[config.mk]
export PLATFORM = sky130hd
export DESIGN_NAME = piso_serializer
export DESIGN_NICKNAME = d
export VERILOG_FILES = /design/src/rtl/piso_serializer.sv
export SDC_FILE = /design/constraint.sdc
export NUM_CORES = 1
export LEC_CHECK = 0
export ABC_AREA = 1
export CORE_MARGIN = 2
export CORE_UTILIZATION = 53
export CTS_BUF_LIST = sky130_fd_sc_hd__clkbuf_8
export DETAILED_ROUTE_END_ITERATION = 16
export GPL_TIMING_DRIVEN = 0
export PLACE_DENSITY_LB_ADDON = 0.12
export SETUP_SLACK_MARGIN = 0.15
export SYNTH_ARGS = -nofsm -noshare
export SYNTH_HDL_FRONTEND = slang
export SYNTH_SLANG_ARGS = --single-unit
[constraint.sdc]
create_clock -name clk -period 3.1 [get_ports clk]
set_input_delay 0.62 -clock clk [delete_from_list [all_inputs] [get_ports clk]]
set_output_delay 0.62 -clock clk [all_outputs]
set_load 0.05 [all_outputs]
[src/rtl/piso_serializer.sv]
// Purpose : parallel-in/serial-out transmitter; accepts a WIDTH-bit word via valid/ready
//           and shifts it out one bit per enabled clock, LSB or MSB first.
// Latency : first bit on q the cycle after acceptance; done pulses one cycle after the
//           WIDTH-th enabled edge, so each word takes exactly WIDTH enabled edges.
// Backpr. : load_ready is high in IDLE or on the last-bit edge (en=1), which allows
//           back-to-back words with no gap; en=0 stalls the stream indefinitely.
//
// Ports:
//   clk        system clock, rising edge
//   reset_p    asynchronous active-high reset
//   din        parallel word, sampled when load_valid & load_ready
//   load_valid upstream word valid (held until accepted)
//   load_ready block can accept din this cycle
//   en         shift enable; stream advances only on edges with en=1
//   q          serial data bit
//   q_valid    q carries a frame bit (consumer samples on q_valid & en)
//   busy       a word is in flight (same as q_valid)
//   done       one-cycle pulse after the last bit has been consumed
module piso_serializer #(
   parameter int WIDTH     = 8,
   parameter int LSB_FIRST = 1
) (
   input  logic             clk,
   input  logic             reset_p,
   input  logic [WIDTH-1:0] din,
   input  logic             load_valid,
   output logic             load_ready,
   input  logic             en,
   output logic             q,
   output logic             q_valid,
   output logic             busy,
   output logic             done
);

   localparam int            CW       = $clog2(WIDTH);
   localparam logic [CW-1:0] LAST_CNT = CW'(WIDTH - 1);

   typedef enum logic [0:0] {
      IDLE  = 1'b0,
      SHIFT = 1'b1
   } state_t;

   state_t           state_q, state_d;
   logic [WIDTH-1:0] shreg_q, shreg_d;
   logic [CW-1:0]    bit_cnt_q, bit_cnt_d;
   logic             done_q, done_d;

   logic             in_shift;
   logic             last_edge;
   logic [WIDTH-1:0] shreg_shifted;

   assign in_shift  = (state_q == SHIFT);
   // The current bit is the final one and will be consumed on this edge.
   assign last_edge = in_shift && (bit_cnt_q == LAST_CNT) && en;

   // Move the next bit toward the output end, zero-filling behind it.
   assign shreg_shifted = (LSB_FIRST != 0) ? {1'b0, shreg_q[WIDTH-1:1]}
                                           : {shreg_q[WIDTH-2:0], 1'b0};

   assign load_ready = (state_q == IDLE) || last_edge;
   assign q          = (LSB_FIRST != 0) ? shreg_q[0] : shreg_q[WIDTH-1];
   assign q_valid    = in_shift;
   assign busy       = in_shift;
   assign done       = done_q;

   always_comb begin
      state_d   = state_q;
      shreg_d   = shreg_q;
      bit_cnt_d = bit_cnt_q;
      done_d    = 1'b0;

      case (state_q)
         IDLE: begin
            if (load_valid) begin
               shreg_d   = din;
               bit_cnt_d = '0;
               state_d   = SHIFT;
            end
         end

         SHIFT: begin
            if (en) begin
               if (bit_cnt_q == LAST_CNT) begin
                  done_d = 1'b1;
                  if (load_valid) begin
                     // Back-to-back: next word's first bit appears next cycle.
                     shreg_d   = din;
                     bit_cnt_d = '0;
                  end else begin
                     shreg_d   = '0;
                     bit_cnt_d = '0;
                     state_d   = IDLE;
                  end
               end else begin
                  shreg_d   = shreg_shifted;
                  bit_cnt_d = bit_cnt_q + CW'(1);
               end
            end
         end

         default: begin
            state_d   = IDLE;
            shreg_d   = '0;
            bit_cnt_d = '0;
         end
      endcase
   end

   always_ff @(posedge clk or posedge reset_p) begin
      if (reset_p) begin
         state_q   <= IDLE;
         shreg_q   <= '0;
         bit_cnt_q <= '0;
         done_q    <= 1'b0;
      end else begin
         state_q   <= state_d;
         shreg_q   <= shreg_d;
         bit_cnt_q <= bit_cnt_d;
         done_q    <= done_d;
      end
   end

endmodule

# After elaboration in Yosys (flattened, before gate mapping)
# Index checks and enable logic that the tools add are counted.
# Widths: inputs -> output; s select.
[totals]
register_bits = 13
in_bits = 12
out_inout_bits = 5
word_cells = 29
[op_classes]
n_addsub = 1
eq_ne = 3
muxes = 16
n_bitwise = 1
reduce_logical = 4
[op_table]
columns = ["operator", "n"]
rows = [
  ["$mux 8", 4],
  ["$pmux 8 s2", 1],
  ["$mux 3", 3],
  ["$mux 1", 6],
  ["$pmux 3 s2", 1],
  ["$ne 2x2->1 const B", 2],
  ["$add 3x1->3 const B", 1],
  ["$eq 3x3->1 const B", 1],
  ["$logic_and 1x1->1", 2],
  ["$pmux 1 s2", 1],
  ["$reduce_and 2->1", 1],
  ["$logic_or 1x1->1", 1],
  ["$not 1->1", 1],
]

# Depth between registers and ports, before layout
# Gate-level depths: netlist (run 1).
[depth]
word_depth = 4
depth_mapped = 7
ltp_nobuf = 7

# Worst setup path after synthesis (run 1)
# Ideal clock, no wire load.
[synth_path]
path_type = "reg-to-output"
from = "reg state_q, in the netlist busy"
to = "out load_ready"
t_arrival_ps = 1641
required_ps = 2480
slack_ps = 839
path_stages_with_launch = 3
path_buffers = 0
path_cell_list = "dfrtp_1 -> nand2_2 -> o21ai_1"
[synth_between]
elab_chain_cells = 3
word_cells_on_any_way = 4
classes_between = "1 x bitwise; 3 x reduce/logical"
[synth_rtl]
columns = ["item", "line_no", "rtl"]
rows = [
  ["start, declared", "43", "state_t state_q, state_d;"],
  ["start signal, assigned", "116", "state_q <= state_d;"],
  ["$logic_and 1x1->1 (2 in series)", "54", "assign last_edge = in_shift && (bit_cnt_q == LAST_CNT) && en;"],
  ["$logic_or 1x1->1 *", "60", "assign load_ready = (state_q == IDLE) || last_edge;"],
  ["end, declared", "27", "output logic load_ready,"],
]
# Every way passes the cells marked *; elsewhere a longest branch is shown, timed or not.

# Worst setup path after layout (run 1)
[layout_path]
from = "reg bit_cnt_q[1]"
to = "out load_ready"
[layout_between]
elab_chain_cells = 4
[layout_rtl]
columns = ["item", "line_no", "rtl"]
rows = [
  ["start, declared", "45", "logic [CW-1:0] bit_cnt_q, bit_cnt_d;"],
  ["start signal, assigned", "118", "bit_cnt_q <= bit_cnt_d;"],
  ["$eq 3x3->1", "54", ""],
  ["$logic_and 1x1->1 (2 in series)", "54", ""],
  ["$logic_or 1x1->1", "60", ""],
]
# No other way between the ends.

==> impl_metrics.env, run 1 <==
export IMPL_status="finished clean"
export IMPL_synthArstFlopShare=1.00
export IMPL_synthFlopType="dfrtp_1"
export IMPL_final_antenna_net_count=0
export IMPL_fmax_ghz=0.404
export IMPL_min_period_ns=2.48
export IMPL_diodes=0
export IMPL_grt_pass1_wl_um=2010
export IMPL_fp_dieArea_um2=1630
export IMPL_holdBufCountCts=0
export IMPL_tns_ns=0
export IMPL_cts_made_buffers=3
export IMPL_synth_warnings=0
export IMPL_antenna_found_initial=0
export IMPL_synthToLayoutAreaGrowth_pct=32.3
export IMPL_maxCapViolCount=0
export IMPL_drc_errors=0
export IMPL_drt_initial_drc_count=9
export IMPL_syn_avg_cell_area_um2=7.47
export IMPL_synth_edf_count=0
export IMPL_overflow=0
export IMPL_grtUsageTotal=0.188
export IMPL_finalCritPeriodShare=0.799
export IMPL_netlist_instances=94
export IMPL_cts_clk_slew_worst_paths_ns=0.05
export IMPL_die_x_um=40.4
export IMPL_skew_ns=0.00246
export IMPL_worst_slew_pin_slew_ns=0.499
export IMPL_coreArea_um2=1270
export IMPL_core_rowCount=13
export IMPL_yosysSeqAreaShare=0.463
export IMPL_fillers=102
export IMPL_root_buffer="clkbuf_8"
export IMPL_hold_viol=0
export IMPL_maxSlewHeadroom=0.667
export IMPL_yosysUniqueCellTypes=17
export IMPL_drt_wl_total_um=1300
export IMPL_synth_nets=109
export IMPL_p_per_area_nw_per_um2=775
export IMPL_viasPerCell=4.75
export IMPL_rsz0062_at_grt="false"
export IMPL_setup_viol=0
export IMPL_io_buffer_count=16
export IMPL_htreeDepth=1
export IMPL_cts_setup_buffers=0
export IMPL_final_cell_mix="29 x nor2_1, 16 x nand2_1, 15 x clkdlybuf4s50_1"
export IMPL_crit_chain="ha_1, ha_1, clkinv_1, o21ai_1, dlymetal6s2s_1"
export IMPL_routabilityCongestion=0.752
export IMPL_dpl_hpwl_um=941
export IMPL_crit_path_frequent_cell="ha_1"
export IMPL_required_ns=2.48
export IMPL_syn_area_um2=702
export IMPL_nets=130
export IMPL_grt_pass1_vias=529
export IMPL_cp_slowest_stage_delay_ns=0.44
export IMPL_drt_first_pass_iters=2
export IMPL_whs_ns=0.488
export IMPL_endpoint_kind="output pin"
export IMPL_ys_ff_latch=13
export IMPL_startpoint_type="flop"
export IMPL_drv_slew=0
export IMPL_crit_slowest_cell="dlymetal6s2s_1"
export IMPL_drive_above_1_share=0.0965
export IMPL_clock_latency_ns=0.25
export IMPL_avgRoutedWirePerCell_um=10.1
export IMPL_cts_tree="done"
export IMPL_worstSetupPathType="flop to output pin"
export IMPL_cp_arrival_ns=1.86
export IMPL_ir_drop_mv=0.473
export IMPL_grt_max_degree=14
export IMPL_start_util=0.553
export IMPL_layout_commonest_cell="nor2_1"
export IMPL_clockBufferDepth=2
export IMPL_p_leak_uw=0.000507
export IMPL_via_count=613
export IMPL_cts_num_sinks=13
export IMPL_worstPathMaxFanout=9
export IMPL_hp_class="flop to flop"
export IMPL_io_pins=17
export IMPL_chipHeight_um=40.4
## worst max-delay path, delay by kind of cell (launching register included)
kind                     cells  cell delay (ns)
adder cells (fa/ha/maj)      2             0.36
buffers and inverters        2             0.67
flip-flops                   1             0.35
AO/OA/AOI/OAI                1             0.23
## area by class of cell
class,instances,area [um^2],share of cell area
clock buffers,3,41.3,0.0445
well taps,15,18.8,0.0202
inverters,14,52.6,0.0566
flip-flops and latches,13,325,0.350
clock inverters,1,3.75,0.00404
multi-input cells,64,300,0.323
repair buffers,16,163,0.175
plain buffers,3,23.8,0.0256
## logic make-up after synthesis
| kind of cell | after synthesis | share of synthesized area |
|---|---|---|
| adder cells (fa/ha/maj) | 3 | 0.0535 |
| AO/OA/AOI/OAI | 4 | 0.0374 |
| AND/OR/NAND/NOR | 57 | 0.337 |
| buffers and inverters | 17 | 0.109 |
| flip-flops | 13 | 0.463 |
## power by group
group / internal [uW] / total (uW) / switching (uW)
sequential: 234 / 271 / 37.0
combinational: 122 / 296 / 175
clock: 87.6 / 152 / 63.9
total: 444 / 719 / 276
## sequential cells by signal, indices dropped and copies added (netlist names)
name and count:
bit_cnt_q 3, shreg_q 8, done 1, busy 1
## synth_stat cells (2+ instances only)
cell type  count  area share
nor2_1        29        0.16
nand2_1       16       0.086
dfrtp_1       13        0.46
inv_1         11       0.059
nand3_1       10       0.071
ha_1           3       0.053
inv_2          2       0.011
## repair_timing
item | CTS | global route
setup endpoints to repair | 0 | 1
endpoints found under the hold margin | 0 | 0
gates resized for setup | 0 | 1
## stage by stage
step,std cells,utilization,area (um^2),setup slack (ns),total power [uW]
after floorplan,94,-,702,0.839,490
after global placement,125,0.694,881,0.246,562
after detailed placement,125,0.694,881,0.234,574
after CTS,129,0.730,926,0.206,728
after global routing,129,0.732,928,0.473,774
final,129,0.732,928,0.622,719
## per-layer routing
| metal | GRT usage | vias up | part of all wire |
|---|---|---|---|
| met2 | 0.317 | 13 | 0.48 |
| met4 | 0.100 | 0 | 0.016 |
| met5 | 0 | - | 0 |
| met1 | 0.224 | 272 | 0.47 |
| met3 | 0.0333 | 4 | 0.038 |
| li1 | - | 324 | - |
## final timing paths
kind,start,to,slack [ns],cells after the start
worst max-delay path,bit_cnt_q[1],load_ready,0.62,5
worst min-delay path,shreg_q[7],shreg_q[7],0.49,2
worst max register to register,bit_cnt_q[0],shreg_q[3],1.63,6
worst min register to register,shreg_q[7],shreg_q[7],0.49,2
max in group asynchronous,reset_p,bit_cnt_q[1],2.08,2
min in group asynchronous,reset_p,shreg_q[5],0.69,2
(Power assumes the default switching activity.)
==> run 2, diff against run 1 <==
--- a/config.mk
+++ b/config.mk
@@ -7,7 +7,7 @@
 export LEC_CHECK = 0
 export ABC_AREA = 1
 export CORE_MARGIN = 2
-export CORE_UTILIZATION = 53
+export CORE_UTILIZATION = 50
 export CTS_BUF_LIST = sky130_fd_sc_hd__clkbuf_8
 export DETAILED_ROUTE_END_ITERATION = 16
 export GPL_TIMING_DRIVEN = 0
==> constraint.sdc (replaced) <==
create_clock -name clk -period 2.6 [get_ports clk]
set_input_delay 0.52 -clock clk [delete_from_list [all_inputs] [get_ports clk]]
set_output_delay 0.52 -clock clk [all_outputs]
set_load 0.05 [all_outputs]
==> run 2 against run 1 <==
  * Design area shrank 0.40%
  * Register-to-register slack lost 0.56 ns
  * Largest power group unchanged
  * Clock-buffer cell count is the same
  * Worst hold slack lost 0.0049 ns
  * Clock skew shrank 0.0019 ns
  * Critical endpoint unchanged
  * Cell count is the same
  * Critical path type unchanged
  * Non-clock buffer count is the same
  * Total power grew 19%
  * Sequential share of layout area grew 0.14 points
  * Sequential power grew 21%
  * Routed wire length grew 4.0%
==> impl_metrics.env, run 2 (synthesis gave the netlist of run 1 again) <==
export IMPL_start_util=0.539
export IMPL_cts_made_buffers=3
export IMPL_holdBufCountCts=0
export IMPL_path_depth=5
export IMPL_cp_slowest_stage_delay_ns=0.36
export IMPL_hold_end="bit_cnt_q[1]"
export IMPL_endpoint_kind="output pin"
export IMPL_drt_wl_total_um=1350
export IMPL_finalPower_uw=855
export IMPL_final_antenna_net_count=0
export IMPL_antenna_found_initial=0
export IMPL_startpoint_type="flop"
export IMPL_ir_drop_mv=0.440
export IMPL_cpLargestDelayFamily="buffers and inverters"
export IMPL_drt_initial_drc_count=3
export IMPL_maxSlewHeadroom=0.664
export IMPL_design_area_um2=925
export IMPL_crit_chain="ha_1, ha_1, clkinvlp_4, o21ai_1, buf_2"
export IMPL_routabilityCongestion=0.809
export IMPL_reg_largest_list="shreg_q: 8 flops, bit_cnt_q: 3 flops"
export IMPL_drive_above_1_share=0.114
export IMPL_p_leak_uw=0.000491
export IMPL_status="finished clean"
export IMPL_rsz0062_at_grt="false"
export IMPL_diodes=0
export IMPL_skew_ns=0.000579
export IMPL_hold_start="bit_cnt_q[1]"
export IMPL_avgRoutedWirePerCell_um=10.5
export IMPL_overflow=0
export IMPL_dpl_cell_area_um2=881
export IMPL_clock_latency_ns=0.23
export IMPL_chipHeight_um=41.5
export IMPL_cts_num_sinks=13
export IMPL_grtUsageTotal=0.171
export IMPL_drt_first_pass_iters=4
export IMPL_worstPathMaxFanout=9
export IMPL_whs_path_depth=2
export IMPL_largest_register="shreg_q"
export IMPL_io_pins=17
export IMPL_whs_ns=0.483
export IMPL_final_cell_mix="29 x nor2_1, 16 x nand2_1, 15 x clkdlybuf4s50_1"
export IMPL_dpl_worst_slack_ns=-0.0720
export IMPL_min_period_ns=2.24
export IMPL_fmax_ghz=0.447
export IMPL_cts_clk_slew_worst_paths_ns=0.06
export IMPL_cts_setup_buffers=0
export IMPL_viasPerCell=4.64
export IMPL_cp_arrival_ns=1.72
export IMPL_worstSetupPathType="flop to output pin"
export IMPL_finalCritPeriodShare=0.860
export IMPL_hold_viol=0
export IMPL_die_x_um=41.5
export IMPL_ff2ff_path_depth=6
export IMPL_p_per_area_nw_per_um2=924
export IMPL_crit_path_frequent_cell="ha_1"
export IMPL_fp_dieArea_um2=1720
export IMPL_core_rowCount=13
export IMPL_nets=130
export IMPL_htreeDepth=1
export IMPL_largest_reg_flops=8
export IMPL_grt_max_degree=14
export IMPL_drc_errors=0
export IMPL_drv_slew=0
export IMPL_crit_buf_inv=2
export IMPL_r2r_end="shreg_q[2]"
export IMPL_required_ns=2.08
export IMPL_setup_viol=0
export IMPL_dpl_hpwl_um=1010
export IMPL_maxCapViolCount=0
export IMPL_grt_pass1_vias=586
export IMPL_io_buffer_count=16
export IMPL_layout_commonest_cell="nor2_1"
export IMPL_coreArea_um2=1300
export IMPL_synthToLayoutAreaGrowth_pct=31.7
export IMPL_root_buffer="clkbuf_8"
export IMPL_rrSetupSlack_ns=1.07
export IMPL_grt_pass1_wl_um=2330
export IMPL_via_count=598
export IMPL_layout_setup_ws_ns=0.364
export IMPL_cts_tree="done"
export IMPL_clockBufferDepth=2
export IMPL_worst_r2r_startpoint="bit_cnt_q[0]"
export IMPL_crit_slowest_cell="dfrtp_1"
export IMPL_worst_slew_pin_slew_ns=0.504
export IMPL_hp_class="flop to flop"
-- run 2: cell count changes in the layout (fill, tap and decap cells not counted), sizes merged --
| cell | previous run | this run |
|---|---|---|
| clkinv | 1 | 0 |
| dlymetal6s2s | 1 | 0 |
| clkinvlp | 0 | 1 |
| buf | 3 | 4 |
-- run 2: per-layer routing --
metal | track usage | wire length [um] | vias to the layer above
li1 | - | - | 324
met5 | 0 | 0 | -
met1 | 0.205 | 574 | 260
met2 | 0.309 | 712 | 14
met4 | 0.0387 | 0 | 0
met3 | 0.0391 | 63 | 0
-- run 2: how the worst max path moves through the flow --
stage          slack, ns          to    startpoint
2_1_floorplan       0.44  load_ready          busy
3_3_place_gp       -0.06  load_ready            en
3_5_place_dp       -0.07  load_ready            en
4_1_cts             0.25  load_ready  bit_cnt_q[0]
5_1_grt             0.23  load_ready  bit_cnt_q[0]
6_report            0.36  load_ready  bit_cnt_q[0]
-- run 2: per-stage QoR --
| step | setup TNS, ns | util | instances |
|---|---|---|---|
| 3_3_place_gp | -0.0623 | 0.677 | 125 |
| 6_report | 0 | 0.711 | 129 |
| 2_1_floorplan | 0 | - | 94 |
| 5_1_grt | 0 | 0.711 | 129 |
| 4_1_cts | 0 | 0.713 | 129 |
| 3_5_place_dp | -0.0720 | 0.677 | 125 |
-- run 2: timing repair --
item                                    4_1_cts  5_1_grt
endpoints found under the setup margin        1        1
gates resized for setup                       3        3
hold endpoints to repair                      0        0
-- run 2: worst min-delay path, delay by kind of cell, from the launching register on --
kind	cells	cell delay (ns)
flops	1	0.34
simple gates	2	0.11
-- run 2: cell type report --
| type | count | area (um^2) |
|---|---|---|
| clock inverters | 1 | 3.75 |
| inverters | 14 | 56.3 |
| flip-flops and latches | 13 | 325 |
| plain buffers | 3 | 23.8 |
| repair buffers | 16 | 155 |
| well taps | 15 | 18.8 |
| clock buffers | 3 | 41.3 |
| fillers | 115 | 377 |
| multi-input cells | 64 | 300 |
-- run 2: report_power, final --
group | total, uW | switching, uW | leakage, uW | internal (uW)
clock | 173 | 68.9 | 0.0000269 | 104
combinational | 354 | 212 | 0.000313 | 143
sequential | 328 | 48.3 | 0.000151 | 280
